<file path="src/rtl/keypad_digit_collector.sv">
// Keypad digit collector: gathers decoded key presses into a 20-digit BCD word
// and hands it downstream with a one-cycle valid pulse on confirm, skip or exit.

package keypad_pkg;

    // digits[0] is the most recent key; unused positions read as 4'hF
    typedef logic [19:0][3:0] senhaPac_t;

    localparam senhaPac_t SENHA_SKIP = {20{4'hF}};
    localparam senhaPac_t SENHA_EXIT = {20{4'hB}};

    localparam logic [3:0] KEY_CONFIRM   = 4'hA;
    localparam logic [3:0] KEY_EXIT      = 4'hB;
    localparam logic [3:0] KEY_BACKSPACE = 4'hC;

endpackage

module keypad_digit_collector
    import keypad_pkg::*;
#(
    parameter int unsigned TIMEOUT_CYCLES = 50_000_000,
    parameter int unsigned MAX_DIGITS     = 20
) (
    input  logic       clk,
    input  logic       rst,
    input  logic       enable,
    input  logic [3:0] key_value,
    input  logic       key_valid,
    output senhaPac_t  digitos_value,
    output logic       digitos_valid,
    output logic [4:0] digit_count
);

    localparam int unsigned CNT_W = (TIMEOUT_CYCLES > 1) ? $clog2(TIMEOUT_CYCLES) : 1;
    localparam logic [CNT_W-1:0] CNT_LAST  = CNT_W'(TIMEOUT_CYCLES - 1);
    localparam logic [4:0]       COUNT_MAX = 5'(MAX_DIGITS);

    typedef enum logic [1:0] {
        S_IDLE,
        S_COLLECT,
        S_EMIT
    } state_e;

    state_e           state_q;
    senhaPac_t        buf_q;
    logic [4:0]       count_q;
    logic             valid_q;
    logic [CNT_W-1:0] idle_cnt_q;

    senhaPac_t shift_in_d;
    senhaPac_t backspace_d;
    logic      is_digit;
    logic      timeout_hit;

    // NOTE: every signal gets a default at the top of the block so no path
    // leaves it unassigned, which would otherwise infer a latch.
    always_comb begin
        shift_in_d  = {buf_q[18:0], key_value};
        backspace_d = {4'hF, buf_q[19:1]};
        is_digit    = (key_value <= 4'd9);
        timeout_hit = (idle_cnt_q == CNT_LAST);
    end

    // NOTE: state registers use non-blocking assignments so every register
    // samples the pre-edge values, independent of statement order.
    always_ff @(posedge clk or negedge rst) begin
        if (!rst) begin
            state_q    <= S_IDLE;
            buf_q      <= SENHA_SKIP;
            count_q    <= 5'd0;
            valid_q    <= 1'b0;
            idle_cnt_q <= '0;
        end else begin
            valid_q <= 1'b0;
            if (!enable) begin
                state_q    <= S_IDLE;
                buf_q      <= SENHA_SKIP;
                count_q    <= 5'd0;
                idle_cnt_q <= '0;
            end else begin
                unique case (state_q)
                    S_IDLE: begin
                        idle_cnt_q <= '0;
                        if (key_valid) begin
                            if (is_digit) begin
                                buf_q   <= shift_in_d;
                                count_q <= 5'd1;
                                state_q <= S_COLLECT;
                            end else if (key_value == KEY_CONFIRM) begin
                                buf_q   <= SENHA_SKIP;
                                count_q <= 5'd0;
                                valid_q <= 1'b1;
                                state_q <= S_EMIT;
                            end else if (key_value == KEY_EXIT) begin
                                buf_q   <= SENHA_EXIT;
                                count_q <= 5'd0;
                                valid_q <= 1'b1;
                                state_q <= S_EMIT;
                            end
                        end
                    end

                    S_COLLECT: begin
                        if (key_valid) begin
                            // Any press, even an ignored one, counts as activity
                            idle_cnt_q <= '0;
                            if (is_digit) begin
                                if (count_q < COUNT_MAX) begin
                                    buf_q   <= shift_in_d;
                                    count_q <= count_q + 5'd1;
                                end
                            end else if (key_value == KEY_CONFIRM) begin
                                valid_q <= 1'b1;
                                state_q <= S_EMIT;
                            end else if (key_value == KEY_EXIT) begin
                                buf_q   <= SENHA_EXIT;
                                count_q <= 5'd0;
                                valid_q <= 1'b1;
                                state_q <= S_EMIT;
                            end else if (key_value == KEY_BACKSPACE) begin
                                buf_q   <= backspace_d;
                                count_q <= count_q - 5'd1;
                                if (count_q == 5'd1) begin
                                    state_q <= S_IDLE;
                                end
                            end
                        end else if (timeout_hit) begin
                            buf_q      <= SENHA_SKIP;
                            count_q    <= 5'd0;
                            idle_cnt_q <= '0;
                            state_q    <= S_IDLE;
                        end else begin
                            idle_cnt_q <= idle_cnt_q + 1'b1;
                        end
                    end

                    S_EMIT: begin
                        // Keys arriving while the pulse is out are dropped
                        buf_q      <= SENHA_SKIP;
                        count_q    <= 5'd0;
                        idle_cnt_q <= '0;
                        state_q    <= S_IDLE;
                    end

                    default: begin
                        buf_q      <= SENHA_SKIP;
                        count_q    <= 5'd0;
                        idle_cnt_q <= '0;
                        state_q    <= S_IDLE;
                    end
                endcase
            end
        end
    end

    assign digitos_value = buf_q;
    assign digitos_valid = valid_q;
    assign digit_count   = count_q;

endmodule
</file>
<file path="config.mk">
export PLATFORM = sky130hd
export DESIGN_NAME = keypad_digit_collector
export DESIGN_NICKNAME = d
export VERILOG_FILES = /design/src/rtl/keypad_digit_collector.sv
export SDC_FILE = /design/constraint.sdc
export NUM_CORES = 1
export LEC_CHECK = 0
export ABC_AREA = 1
export ABC_CLOCK_PERIOD_IN_PS = 5600
export BUFFER_PORTS_ARGS = -buffer_cell sky130_fd_sc_hd__buf_2
export CORE_ASPECT_RATIO = 2
export CORE_UTILIZATION = 40
export CTS_BUF_LIST = sky130_fd_sc_hd__clkbuf_8
export CTS_CLUSTER_SIZE = 24
export DETAILED_ROUTE_END_ITERATION = 10
export GPL_ROUTABILITY_DRIVEN = 0
export PLACE_DENSITY = 0.56
export SLEW_MARGIN = 25
export SYNTH_ARGS = -nofsm -noshare
export SYNTH_HDL_FRONTEND = slang
export SYNTH_SLANG_ARGS = --single-unit
</file>
<file path="constraint.sdc">
create_clock -name clk -period 5.6 [get_ports clk]
set_input_delay 0.28 -clock clk [delete_from_list [all_inputs] [get_ports clk]]
set_output_delay 0.28 -clock clk [all_outputs]
set_load 0.02 [all_outputs]
</file>
==> key figures <==
Status
  – Status: completed

Global route
  – Initial antenna violation count: 0
  – Total track usage: 24.8%
  – Total grt overflow: 0
  – Largest net degree at the start of global routing: 86
  – Number of global-route vias before repair: 7349
  – First-pass GRT wire length: 37200 um

Critical path
  – CP top delay family: simple AND/OR/NAND/NOR gates
  – Worst path bufs/invs: 3
  – Crit start category: flop
  – Worst EP arrival: 3.88 ns
  – Crit-path max cell delay: 0.95 ns
  – Crit. End Element: flop
  – Crit path kind: reg2reg
  – Crit-path most repeated cell: nand2_1
  – CP max FO: between 40 and 50
  – Worst path slowest cell: dfrtp_1
  – CP cell instances: inv_1 > nor2_1 > inv_1 > nor2_1 > nand2_1 > nand3_4 > buf_12 > nand2_1 > nand2_1
  – CP Data Required Time: roughly 6.0 ns

Pwr
  – Worst VDD drop: 157 uV
  – Power per cell area: 354 nW/um2
  – P_leak: 4.47 nW

Placement
  – DPL Wire Length: 15200 um
  – DP Cell Count: 1401
  – Port-buffer cells: 93

Run
  – MaxCap Viol Count: 0

Yosys
  – Cells after synthesis: about 1100
  – Post-synth EDFFs: 0
  – Main synth FF type: dfstp_2
  – Ys async rst share: 100%
  – Synthesized Nets: 1158
  – Post-Syn Area: 7440 um2
  – Post-synth cell types: 35
  – Average cell area after synthesis: between 6 and 7 um2
  – Sequential-to-total area share from yosys stat: 39.7%
  – Syn. warnings: 0
  – #FFs+latches synth: between 100 and 150

Clock network
  – Max clock buf depth: 2
  – Clk pin slew, worst setup/hold paths: 0.07 ns
  – Post-CTS sizing: 0
  – Skew-Pair Late Insertion Delay: approximately 0.45 ns
  – CTS root buf: clkbuf_8
  – CTS buffer count: 17
  – Post-CTS setup buffer count: 0
  – CTS tree: done
  – Clock tree sinks: 114
  – H-Tree Depth: 4

Worst hold path
  – Worst min path class: in2reg

Final layout
  – Number of fill cells: 1998
  – Post-Layout Cell Count: 1433
  – Final net count: 1217
  – Area Overhead vs Synth: 12.3%
  – Antenna Cells: 0
  – Layout cell share with drive strength beyond 1: 18.6%

Floorplanning
  – Initial core utilization: 40.8%
  – Die Span Y: 195 um
  – Core Rows: 70
  – Std-Cell Core Area: 18200 um2
  – DIE AREA: around 19000 um2
  – DIE WIDTH: approximately 98 um
  – I/O Pins: 94

Drt
  – Total number of vias: 7456
  – Post-Route WL: ~23000 um
  – DRC errors left: 0
  – Vias per cell: ~5.2
  – Initial DRC count: 466
  – Final ANT Viol Nets: 0
  – Wire length per cell: 16.0 um
  – Drt first pass iters: 7

Timing
  – Max-slew violation count: 0
  – Final worst path period need: 3.50 ns
  – Skew final: 0.0154 ns
  – Fmax: approximately 290 MHz
  – Actual slew at the worst max-slew pin: 0.981 ns
  – Setup_tns: 0 ns
  – Unrepaired setup endpoints after global routing: false
  – Final setup fails: 0
  – Worst hold margin: 0.129 ns
  – Fin. Hold Viols: 0
  – Post-route clock period utilization: a little over three fifths
  – Slew margin rel.: 34.6%
==> cell type report <==
| type | count | area (um2) | area share (%) |
|---|---|---|---|
| Multi-Input combinational cell | 845 | 3740 | 44.8 |
| Sequential cell | 114 | 2950 | 35.4 |
| Timing Repair Buffer | 103 | 558 | 6.68 |
| Inverter | 124 | 465 | 5.57 |
| Tap cell | 216 | 270 | 3.24 |
| Clock buffer | 19 | 262 | 3.13 |
| Clock inverter | 12 | 104 | 1.24 |
==> flip-flops by register name, summed over array words and instances, names as in the netlist <==
name           count
digitos_valid      1
digit_count        5
state_q            2
digitos_value     80
idle_cnt_q        26
==> per-layer routing <==
metal | global-route usage, % | part of all wire, % | vias to the layer above
li1 | - | - | 3709
met1 | 28.0 | 40 | 3513
met2 | 44.7 | 53 | 190
met3 | 4.14 | 3.8 | 44
met4 | 11.8 | 3.2 | 0
met5 | 0 | 0 | -
==> timing repair <==
item,in CTS,in global routing
hold endpoints to repair,34,0
hold buffers,1,0
endpoints found under the setup margin,0,0
==> worst paths after layout <==
| check | start | end | slack [ns] | cells past startpoint |
|---|---|---|---|---|
| setup reg to reg | state_q[0]$_DFFE_PN0P_ | digitos_value[48]$_DFFE_PN1P_ | 2.10 | 9 |
| min in group asynchronous | rst | idle_cnt_q[22]$_DFF_PN0_ | 0.51 | 2 |
| hold / removal | key_value[2] | digitos_valid$_DFF_PN0_ | 0.13 | 2 |
| setup / recovery | state_q[0]$_DFFE_PN0P_ | digitos_value[48]$_DFFE_PN1P_ | 2.10 | 9 |
| hold reg to reg | idle_cnt_q[0]$_DFF_PN0_ | idle_cnt_q[0]$_DFF_PN0_ | 0.47 | 1 |
| max in group asynchronous | rst | digitos_value[8]$_DFFE_PN1P_ | 3.96 | 3 |
==> report_power, final <==
group	leakage, nW	total (mW)	switching [mW]	internal (mW)
Combinational	2.95	0.962	0.662	0.301
Clock	0.211	0.751	0.347	0.404
Sequential	1.32	1.24	0.165	1.08
Total	4.47	2.96	1.17	1.78
==> cell usage in the layout (no fill, tap or decap), types with 2 or more instances in the layout <==
master	n
xnor2_1	2
clkbuf_8	19
dfstp_2	80
nand3_1	149
bufinv_16	2
clkinv_2	5
nor2_1	79
nor3b_1	3
nor2_4	3
o21ai_0	66
inv_1	121
o22ai_1	2
xor2_1	9
a31oi_1	3
inv_2	7
nor4_1	2
nand4_1	18
ha_1	4
nor2_2	2
buf_2	92
a21oi_1	11
dfrtp_1	34
nor3_1	12
buf_4	9
nand2_1	469
o211a_1	2
==> synth_stat cells (all sizes together) (9+ instances only) <==
library cell | count | share of area, %
nand2 | 471 | 24
nand3 | 150 | 10
inv | 123 | 6.2
nor2 | 85 | 4.7
dfstp | 80 | 28
o21ai | 66 | 4.4
buf | 35 | 2.7
dfrtp | 34 | 11
clkbuf | 28 | 1.4
nand4 | 18 | 1.5
a21oi | 12 | 0.86
nor3 | 12 | 0.81
xor2 | 9 | 1.1
==> cells by family after synthesis <==
logic type / count (synthesis) / share of synthesized area, %
AO/OA/AOI/OAI: 87 / 6.19
adder cells (fa/ha/maj): 4 / 0.673
buffers and inverters: 187 / 10.4
flip-flops: 114 / 39.7
AND/OR/NAND/NOR: 743 / 41.8
XOR/XNOR: 11 / 1.30
==> through the flow <==
step	area, um2	total power, mW	setup WS (ns)	utilization [%]
floorplan	7440	1.89	3.81	-
global placement	7950	2.22	2.02	43.7
detailed placement	7980	2.23	2.10	43.8
CTS	8350	2.99	2.08	45.8
global route	8350	3.15	1.72	45.8
finish	8350	2.96	2.10	45.8
Power figures use the tool's default switching activity.
